<file path="src/rtl/ram_fifo_pkg.sv">
// Shared types and default widths for the external-RAM FIFO controller.
// Read FSM: RD_IDLE issues a RAM read, RD_WAIT captures the returned word.
package ram_fifo_pkg;

  typedef enum logic {
    RD_IDLE = 1'b0,
    RD_WAIT = 1'b1
  } rd_state_t;

  localparam int unsigned DEF_ADDRWIDTH = 8;
  localparam int unsigned DEF_DATAWIDTH = 8;

endpackage

</file>
<file path="src/rtl/ram_fifo_ctrl.sv">
// FIFO controller storing words in an external single-port RAM; optional flush via RAM_FIFO_CTRL_FLUSH_EN.
// Latency: 3 cycles from push into empty FIFO to pop_valid (write, read issue, capture); 1 pop per 2 cycles.
// Backpressure: push_ready drops when RAM full, while a read takes the port, or during flush; pop_data holds while stalled.
module ram_fifo_ctrl
  import ram_fifo_pkg::*;
#(
  parameter int unsigned addrwidth = DEF_ADDRWIDTH,
  parameter int unsigned datawidth = DEF_DATAWIDTH
) (
  input  logic                 clk,
  input  logic                 rst,
`ifdef RAM_FIFO_CTRL_FLUSH_EN
  input  logic                 flush,
`endif
  input  logic                 push_valid,
  output logic                 push_ready,
  input  logic [datawidth-1:0] push_data,
  output logic                 pop_valid,
  input  logic                 pop_ready,
  output logic [datawidth-1:0] pop_data,
  output logic [addrwidth+1:0] count,
  output logic [addrwidth-1:0] ram_address,
  output logic                 ram_ren,
  output logic                 ram_wen,
  output logic [datawidth-1:0] ram_data_in,
  input  logic [datawidth-1:0] ram_data_out
);

  localparam int unsigned          DEPTH     = 2 ** addrwidth;
  localparam logic [addrwidth:0]   DEPTH_CNT = (addrwidth + 1)'(DEPTH);
  localparam logic [addrwidth-1:0] PTR_ONE   = (addrwidth)'(1);
  localparam logic [addrwidth:0]   CNT_ONE   = (addrwidth + 1)'(1);

  rd_state_t            state_q, state_d;
  logic [addrwidth-1:0] wr_ptr_q, wr_ptr_d;
  logic [addrwidth-1:0] rd_ptr_q, rd_ptr_d;
  logic [addrwidth:0]   ram_count_q, ram_count_d;
  logic                 pop_valid_q, pop_valid_d;
  logic [datawidth-1:0] pop_data_q, pop_data_d;

  logic flush_w;
  logic rd_issue;
  logic push_fire;
  logic pop_fire;

`ifdef RAM_FIFO_CTRL_FLUSH_EN
  assign flush_w = flush;
`else
  assign flush_w = 1'b0;
`endif

  // Gating with rst keeps the RAM port quiet while reset is held, even if push_valid is high.
  always_comb begin
    rd_issue   = rst && !flush_w && (state_q == RD_IDLE) && (ram_count_q != '0)
                 && (!pop_valid_q || pop_ready);
    push_ready = rst && !flush_w && (ram_count_q < DEPTH_CNT) && !rd_issue;
    push_fire  = push_valid && push_ready;
    pop_fire   = pop_valid_q && pop_ready;
  end

  always_comb begin
    ram_ren     = rd_issue;
    ram_wen     = push_fire;
    ram_address = '0;
    ram_data_in = '0;
    if (rd_issue) begin
      ram_address = rd_ptr_q;
    end else if (push_fire) begin
      ram_address = wr_ptr_q;
      ram_data_in = push_data;
    end
  end

  always_comb begin
    state_d     = state_q;
    wr_ptr_d    = wr_ptr_q;
    rd_ptr_d    = rd_ptr_q;
    ram_count_d = ram_count_q;
    pop_valid_d = pop_valid_q;
    pop_data_d  = pop_data_q;

    if (flush_w) begin
      state_d     = RD_IDLE;
      wr_ptr_d    = '0;
      rd_ptr_d    = '0;
      ram_count_d = '0;
      pop_valid_d = 1'b0;
      pop_data_d  = '0;
    end else begin
      state_d = rd_issue ? RD_WAIT : RD_IDLE;

      if (rd_issue) begin
        rd_ptr_d    = rd_ptr_q + PTR_ONE;
        ram_count_d = ram_count_q - CNT_ONE;
      end else if (push_fire) begin
        wr_ptr_d    = wr_ptr_q + PTR_ONE;
        ram_count_d = ram_count_q + CNT_ONE;
      end

      // A read is only issued when the output register is empty or draining, so the capture never overwrites live data.
      if (state_q == RD_WAIT) begin
        pop_valid_d = 1'b1;
        pop_data_d  = ram_data_out;
      end else if (pop_fire) begin
        pop_valid_d = 1'b0;
      end
    end
  end

  always_ff @(posedge clk or negedge rst) begin
    if (!rst) begin
      state_q     <= RD_IDLE;
      wr_ptr_q    <= '0;
      rd_ptr_q    <= '0;
      ram_count_q <= '0;
      pop_valid_q <= 1'b0;
      pop_data_q  <= '0;
    end else begin
      state_q     <= state_d;
      wr_ptr_q    <= wr_ptr_d;
      rd_ptr_q    <= rd_ptr_d;
      ram_count_q <= ram_count_d;
      pop_valid_q <= pop_valid_d;
      pop_data_q  <= pop_data_d;
    end
  end

  assign pop_valid = pop_valid_q;
  assign pop_data  = pop_data_q;
  assign count     = (addrwidth + 2)'(ram_count_q)
                   + (addrwidth + 2)'(state_q == RD_WAIT)
                   + (addrwidth + 2)'(pop_valid_q);

endmodule

</file>
<file path="config.mk">
export PLATFORM = sky130hd
export DESIGN_NAME = ram_fifo_ctrl
export DESIGN_NICKNAME = d
export VERILOG_FILES = /design/src/rtl/ram_fifo_pkg.sv /design/src/rtl/ram_fifo_ctrl.sv
export SDC_FILE = /design/constraint.sdc
export NUM_CORES = 1
export LEC_CHECK = 0
export CORE_AREA = 4 4 71 73
export DETAILED_ROUTE_END_ITERATION = 12
export DIE_AREA = 0 0 75 77
export GPL_ROUTABILITY_DRIVEN = 0
export GPL_TIMING_DRIVEN = 0
export PLACE_DENSITY = 0.79
export SLEW_MARGIN = 15
export SYNTH_ARGS = -nofsm -noshare
export SYNTH_HDL_FRONTEND = slang
export SYNTH_SLANG_ARGS = --single-unit
</file>
<file path="constraint.sdc">
create_clock -name clk -period 3.95 [get_ports clk]
set_input_delay 0.5925 -clock clk [delete_from_list [all_inputs] [get_ports clk]]
set_output_delay 0.5925 -clock clk [all_outputs]
set_load 0.02 [all_outputs]
</file>
# Yosys cells after proc, flatten, opt, wreduce, memory -nomap -nowiden
# Index checks and enable logic that the tools add are counted.
[word_totals] out_inout_bits=38 regBits=35 in_bits=20 wordCells=38
[classes] mux=9 addsub=6 n_bitwise=2 reduce_logical=14 order_cmp=1
[op_table] operator="2-to-1 mux 8 bit" n=4
[op_table] operator="2-to-1 mux 9 bit" n=2
[op_table] operator="adder 8 x 1 -> 8 bit, second input constant" n=2
[op_table] operator="adder 10 x 1 -> 10 bit" n=1
[op_table] operator="adder 9 x 1 -> 10 bit" n=1
[op_table] operator="adder 9 x 1 -> 9 bit, second input constant" n=1
[op_table] operator="less-than comparator 9 bit, second input constant" n=1
[op_table] operator="nonzero test 9 bit" n=1
[op_table] operator="subtractor 9 x 1 -> 9 bit, second input constant" n=1
[op_table] operator="logical AND 1 bit" n=7
[op_table] operator="nonzero test 2 bit" n=2
[op_table] operator="2-to-1 mux 1 bit" n=3
[op_table] operator="logical NOT 1 bit" n=2
[op_table] operator="NOT 1 bit" n=2
[op_table] operator="AND reduction 2 bit" n=1
[op_table] operator="logical OR 1 bit" n=1

# Longest topological paths before layout
# Gate-level depths: netlist of run 1.
[logic_depth] ltp_word=9 mapped_depth=11 depth_no_buf=9

# Least setup slack after synthesis of run 1
# No wires, ideal clock.
[synth_path] kind="reg-to-reg" start="register ram_count_q[0]" end="register ram_count_q[8]" arrival_time_ns=2.689 setup_time_ns=0.123 n_path_buf=1 path_slack_ns=1.138 period_less_slack_ns=2.812 required_time_ns=3.827 path_stages_with_launch=11 cell_sequence="dfrtp_1 > nor4_2 > nand3_2 > and3_4 > buf_2 > fa_1 > a211oi_1 > o21ai_0 > a31oi_1 > mux2i_1 > a21oi_1"
[synth_between] elab_chain_cells=7 elab_cells_between_ends=13 classes_between="add/sub: 2; order compare: 1; mux: 2; reduce/logical: 8"
[synth_rtl] element="start, declared" line_no="ram_fifo_ctrl.sv:37" rtl="logic [addrwidth:0] ram_count_q, ram_count_d;"
[synth_rtl] element="start signal, assigned" line_no="ram_fifo_ctrl.sv:122" rtl="ram_count_q <= ram_count_d;"
[synth_rtl] element="nonzero test 9 bit *" line_no="ram_fifo_ctrl.sv:54" rtl="rd_issue = rst && !flush_w && (state_q == RD_IDLE) && (ram_count_q != '0)"
[synth_rtl] element="logical AND 1 bit *" line_no="ram_fifo_ctrl.sv:54"
[synth_rtl] element="logical AND 1 bit *" line_no="ram_fifo_ctrl.sv:55" rtl="&& (!pop_valid_q || pop_ready);"
[synth_rtl] element="net ram_ren" line_no="ram_fifo_ctrl.sv:23" rtl="output logic ram_ren,"
[synth_rtl] element="logical NOT 1 bit" line_no="ram_fifo_ctrl.sv:56" rtl="push_ready = rst && !flush_w && (ram_count_q < DEPTH_CNT) && !rd_issue;"
[synth_rtl] element="logical AND 1 bit" line_no="ram_fifo_ctrl.sv:56"
[synth_rtl] element="logical AND 1 bit" line_no="ram_fifo_ctrl.sv:57" rtl="push_fire = push_valid && push_ready;"
[synth_rtl] element="nonzero test 2 bit (no line)"
# The timed path passes the listed nets; every way through them passes the cells marked *. The select of a mux whose other input is x is not followed.
# A chain may end at the register's enable or synchronous reset.

# Worst setup path after layout of run 1
[layout_path] start="register state_q" end="output count[8]"
[layout_between] elab_chain_cells=2
[layout_rtl] element="start, declared" line_no="ram_fifo_ctrl.sv:34" rtl="rd_state_t state_q, state_d;"
[layout_rtl] element="start signal, assigned" line_no="ram_fifo_ctrl.sv:119" rtl="state_q <= state_d;"
[layout_rtl] element="adder 9 x 1 -> 10 bit" line_no="ram_fifo_ctrl.sv:131" rtl="+ (addrwidth + 2)'(state_q == RD_WAIT)"
[layout_rtl] element="adder 10 x 1 -> 10 bit" line_no="ram_fifo_ctrl.sv:132" rtl="+ (addrwidth + 2)'(pop_valid_q);"
[layout_rtl] element="end, declared" line_no="ram_fifo_ctrl.sv:21" rtl="output logic [addrwidth+1:0] count,"
# Every way passes these cells.

==> impl_metrics.toml, run 1 <==
[cts]
post_cts_resized = 0
cts_hold_buf = 0
cts-buffers-inserted = 5
insertion_delay_ps = 280
cts_max_path_buffers = 2
cts.sink_count = 35
root_buffer = "clkbuf_8"
h-tree-depth = 2
cts_tree = "built"
clk_pin_slew_ps = 70
post_cts_buffers = 0

[timing]
relSlewSlack_pct = 70.2
worst_pin_slew_ps = 447
post-route-period-util_pct = 85.5
worst_slack_ps = 574
setup_viol = 0
slew_violations = 0
rsz0062_at_grt = "no"
min_period_ps = 3380
hold_viol_final = 0
skew_ps = 3.81
max_freq_ghz = 0.296
fin_setup_tns_ps = 0

[synthesis]
yosysMostFrequentCell = "dfrtp_1"
yosys_warnings = 0
synth_edf_count = 0
ys_top_cells_by_count = "35 x dfrtp_1, 21 x xnor2_1, 16 x mux2_2"
seq_area_frac_synth_pct = 42.1
synth_largest_area_cell = "dfrtp_1"
synthCells = 186
async_flop_share_pct = 100
synth-seq-cells = 35
synthFlopType = "dfrtp_1"
syn_area_per_cell_sq_um = 11.2
netlist.area_leader.share_pct = 42.1
ys_types = 36
synth.cell_area_sq_um = 2080
syn-num-nets = 218
netlist_top_cells_area = "dfrtp_1 42%, xnor2_1 8.8%, mux2_2 8.7%"

[pwr]
total_power_mw = 1.91
vdd_drop_max_mv = 0.248
leakagePower_nw = 1.22
power.density_nw_per_um2 = 676

[floorplan]
core_area_sq_um = 4350
io_pins = 58
start_util_pct = 47.8
die_y_um = 77
die_w_um = 75
die_area_sq_um = 5780
rows = 24

[routing]
wl_per_cell_um = 14.5
drc_errors = 0
ant_nets = 0
first_pass_iters = 4
drt_wl_total_mm = 4.40
drtIter0Drc = 104
viasPerCell = 5.29
vias = 1609

[min_path]
worstHoldPathType = "in -> async"

[global_route]
grt_pass1_wl_mm = 7.69
grt_usage_pct = 17.0
grt_overflow = 0
antenna_found_initial = 0
grt_max_degree = 22
grt_pass1_vias = 1673

[place]
dp_cells = 296
hpwl_mm = 3.35
place_worst_setup_slack_ps = 541
io_buffers = 57

[finish]
final_layout_size_suffix_gt1_share_pct = 14.7
instances_no_fill = 304
syn_to_final_growth_pct = 35.7
antenna_cells = 0
num-fill-cells = 362
nets = 283

[critical_path]
cp-end-kind = "primary output"
path_class = "reg -> out"
cp_max_fo = 9
cp-startpoint = "state_q"
reg2reg_from = "ram_count_q[0]"
cp-start-kind = "flop"
worst_ep_required_time_ps = 3360
arrival_ps = 2780

[status]
status = "completed"

[job]
cap_viol_max_count = 0
==> final cells by class <==
cell class | count | area, sq um | share of cell area (%)
well taps | 52 | 65.1 | 2.30
multi-input cells | 139 | 1140 | 40.3
plain buffers | 5 | 40.0 | 1.42
inverters | 7 | 26.3 | 0.930
clock buffers | 6 | 72.6 | 2.57
clock inverters | 2 | 12.5 | 0.443
flip-flops and latches | 35 | 876 | 31.0
repair buffers | 58 | 593 | 21.0
==> state kept, by name, indices dropped and copies added (netlist names) <==
register     count
state_q          1
rd_ptr_q         8
pop_valid        1
wr_ptr_q         8
ram_count_q      9
pop_data         8
==> worst max-delay path, stage by stage (launching register included) <==
cell	delay (ps)
dfrtp_1	330
buf_2	220
inv_1	100
fa_1	390
inv_1	70
ha_1	180
nand3_1	120
nor2_1	210
nand3_1	120
xnor2_1	150
clkdlybuf4s50_1	620
==> per-stage QoR <==
step	util, %	hold WS, ps	area, sq um
after global placement	62.4	466	2720
final	64.9	253	2820
after global routing	64.9	279	2820
after detailed placement	62.9	467	2740
after floorplan	-	297	2080
after CTS	64.9	266	2820
==> path summary, 6_finish.rpt <==
path	slack, ps	cells past startpoint	to
max	570	10	count[8]
min	250	1	pop_data[6]
max reg2reg	820	10	ram_count_q[8]
min reg2reg	480	1	wr_ptr_q[7]
max in group asynchronous	3250	2	ram_count_q[6]
min in group clk	480	1	wr_ptr_q[7]
==> logic make-up (layout without fill, tap and decap cells) <==
logic type / Yosys count / count (layout) / share of synthesized area (%)
adders and majority gates: 12 / 12 / 7.94
and+or+nand+nor: 51 / 51 / 14.3
muxes: 18 / 18 / 9.86
xor gates and xnor gates: 28 / 28 / 11.8
buffers and inverters: 12 / 78 / 3.19
DFF: 35 / 35 / 42.1
AOI/OAI and AO/OA: 30 / 30 / 10.9
==> routing by layer <==
metal | routed length [um] | part of all wire, % | vias to the layer above | GRT usage, %
met2 | 2160 | 49 | 50 | 27.8
met1 | 1880 | 43 | 762 | 21.4
met5 | 0 | 0 | - | 0
met3 | 325 | 7.4 | 5 | 4.84
met4 | 42 | 0.95 | 0 | 5.34
li1 | - | - | 792 | -
==> power by group <==
| part | switching, mW | leakage (nW) | internal, mW |
|---|---|---|---|
| Sequential | 0.174 | 0.433 | 0.479 |
| Clock | 0.124 | 0.0412 | 0.123 |
| Combinational | 0.474 | 0.744 | 0.534 |
| Total | 0.773 | 1.22 | 1.14 |
==> cells in the final DEF (no fill, tap or decap), types with 2 or more instances in the layout <==
cell             netlist  routed
dfrtp_1               35      35
ha_1                  10      10
nand4_1                9       9
buf_6                  2       2
clkbuf_8               0       5
xnor2_1               21      21
mux2_2                16      16
xor2_1                 7       7
nor3_1                 3       3
nand3_1                6       6
o21ai_0                4       4
nor2_1                 5       5
a21o_1                 4       4
fa_1                   2       2
a22o_1                 9       9
a21oi_1                5       5
inv_1                  7       7
and3_1                 4       4
o21bai_1               2       2
buf_2                  2       3
clkdlybuf4s50_1        0      56
a211oi_1               2       2
and2_1                 9       9
nand2_1                8       8
No activity file was read; power rests on OpenSTA's default activity.
==> inputs of run 2 (changes only) <==
GPL_ROUTABILITY_DRIVEN = unset   (was 0)
==> results of run 2 <==
Final layout, timing and power as in run 1 (identical DEF).
==> inputs of run 3 (changes only) <==
SLEW_MARGIN = 20   (was 15)
TNS_END_PERCENT = 1   (was unset)
==> results of run 3 <==
Final layout, timing and power as in run 1 (identical DEF).
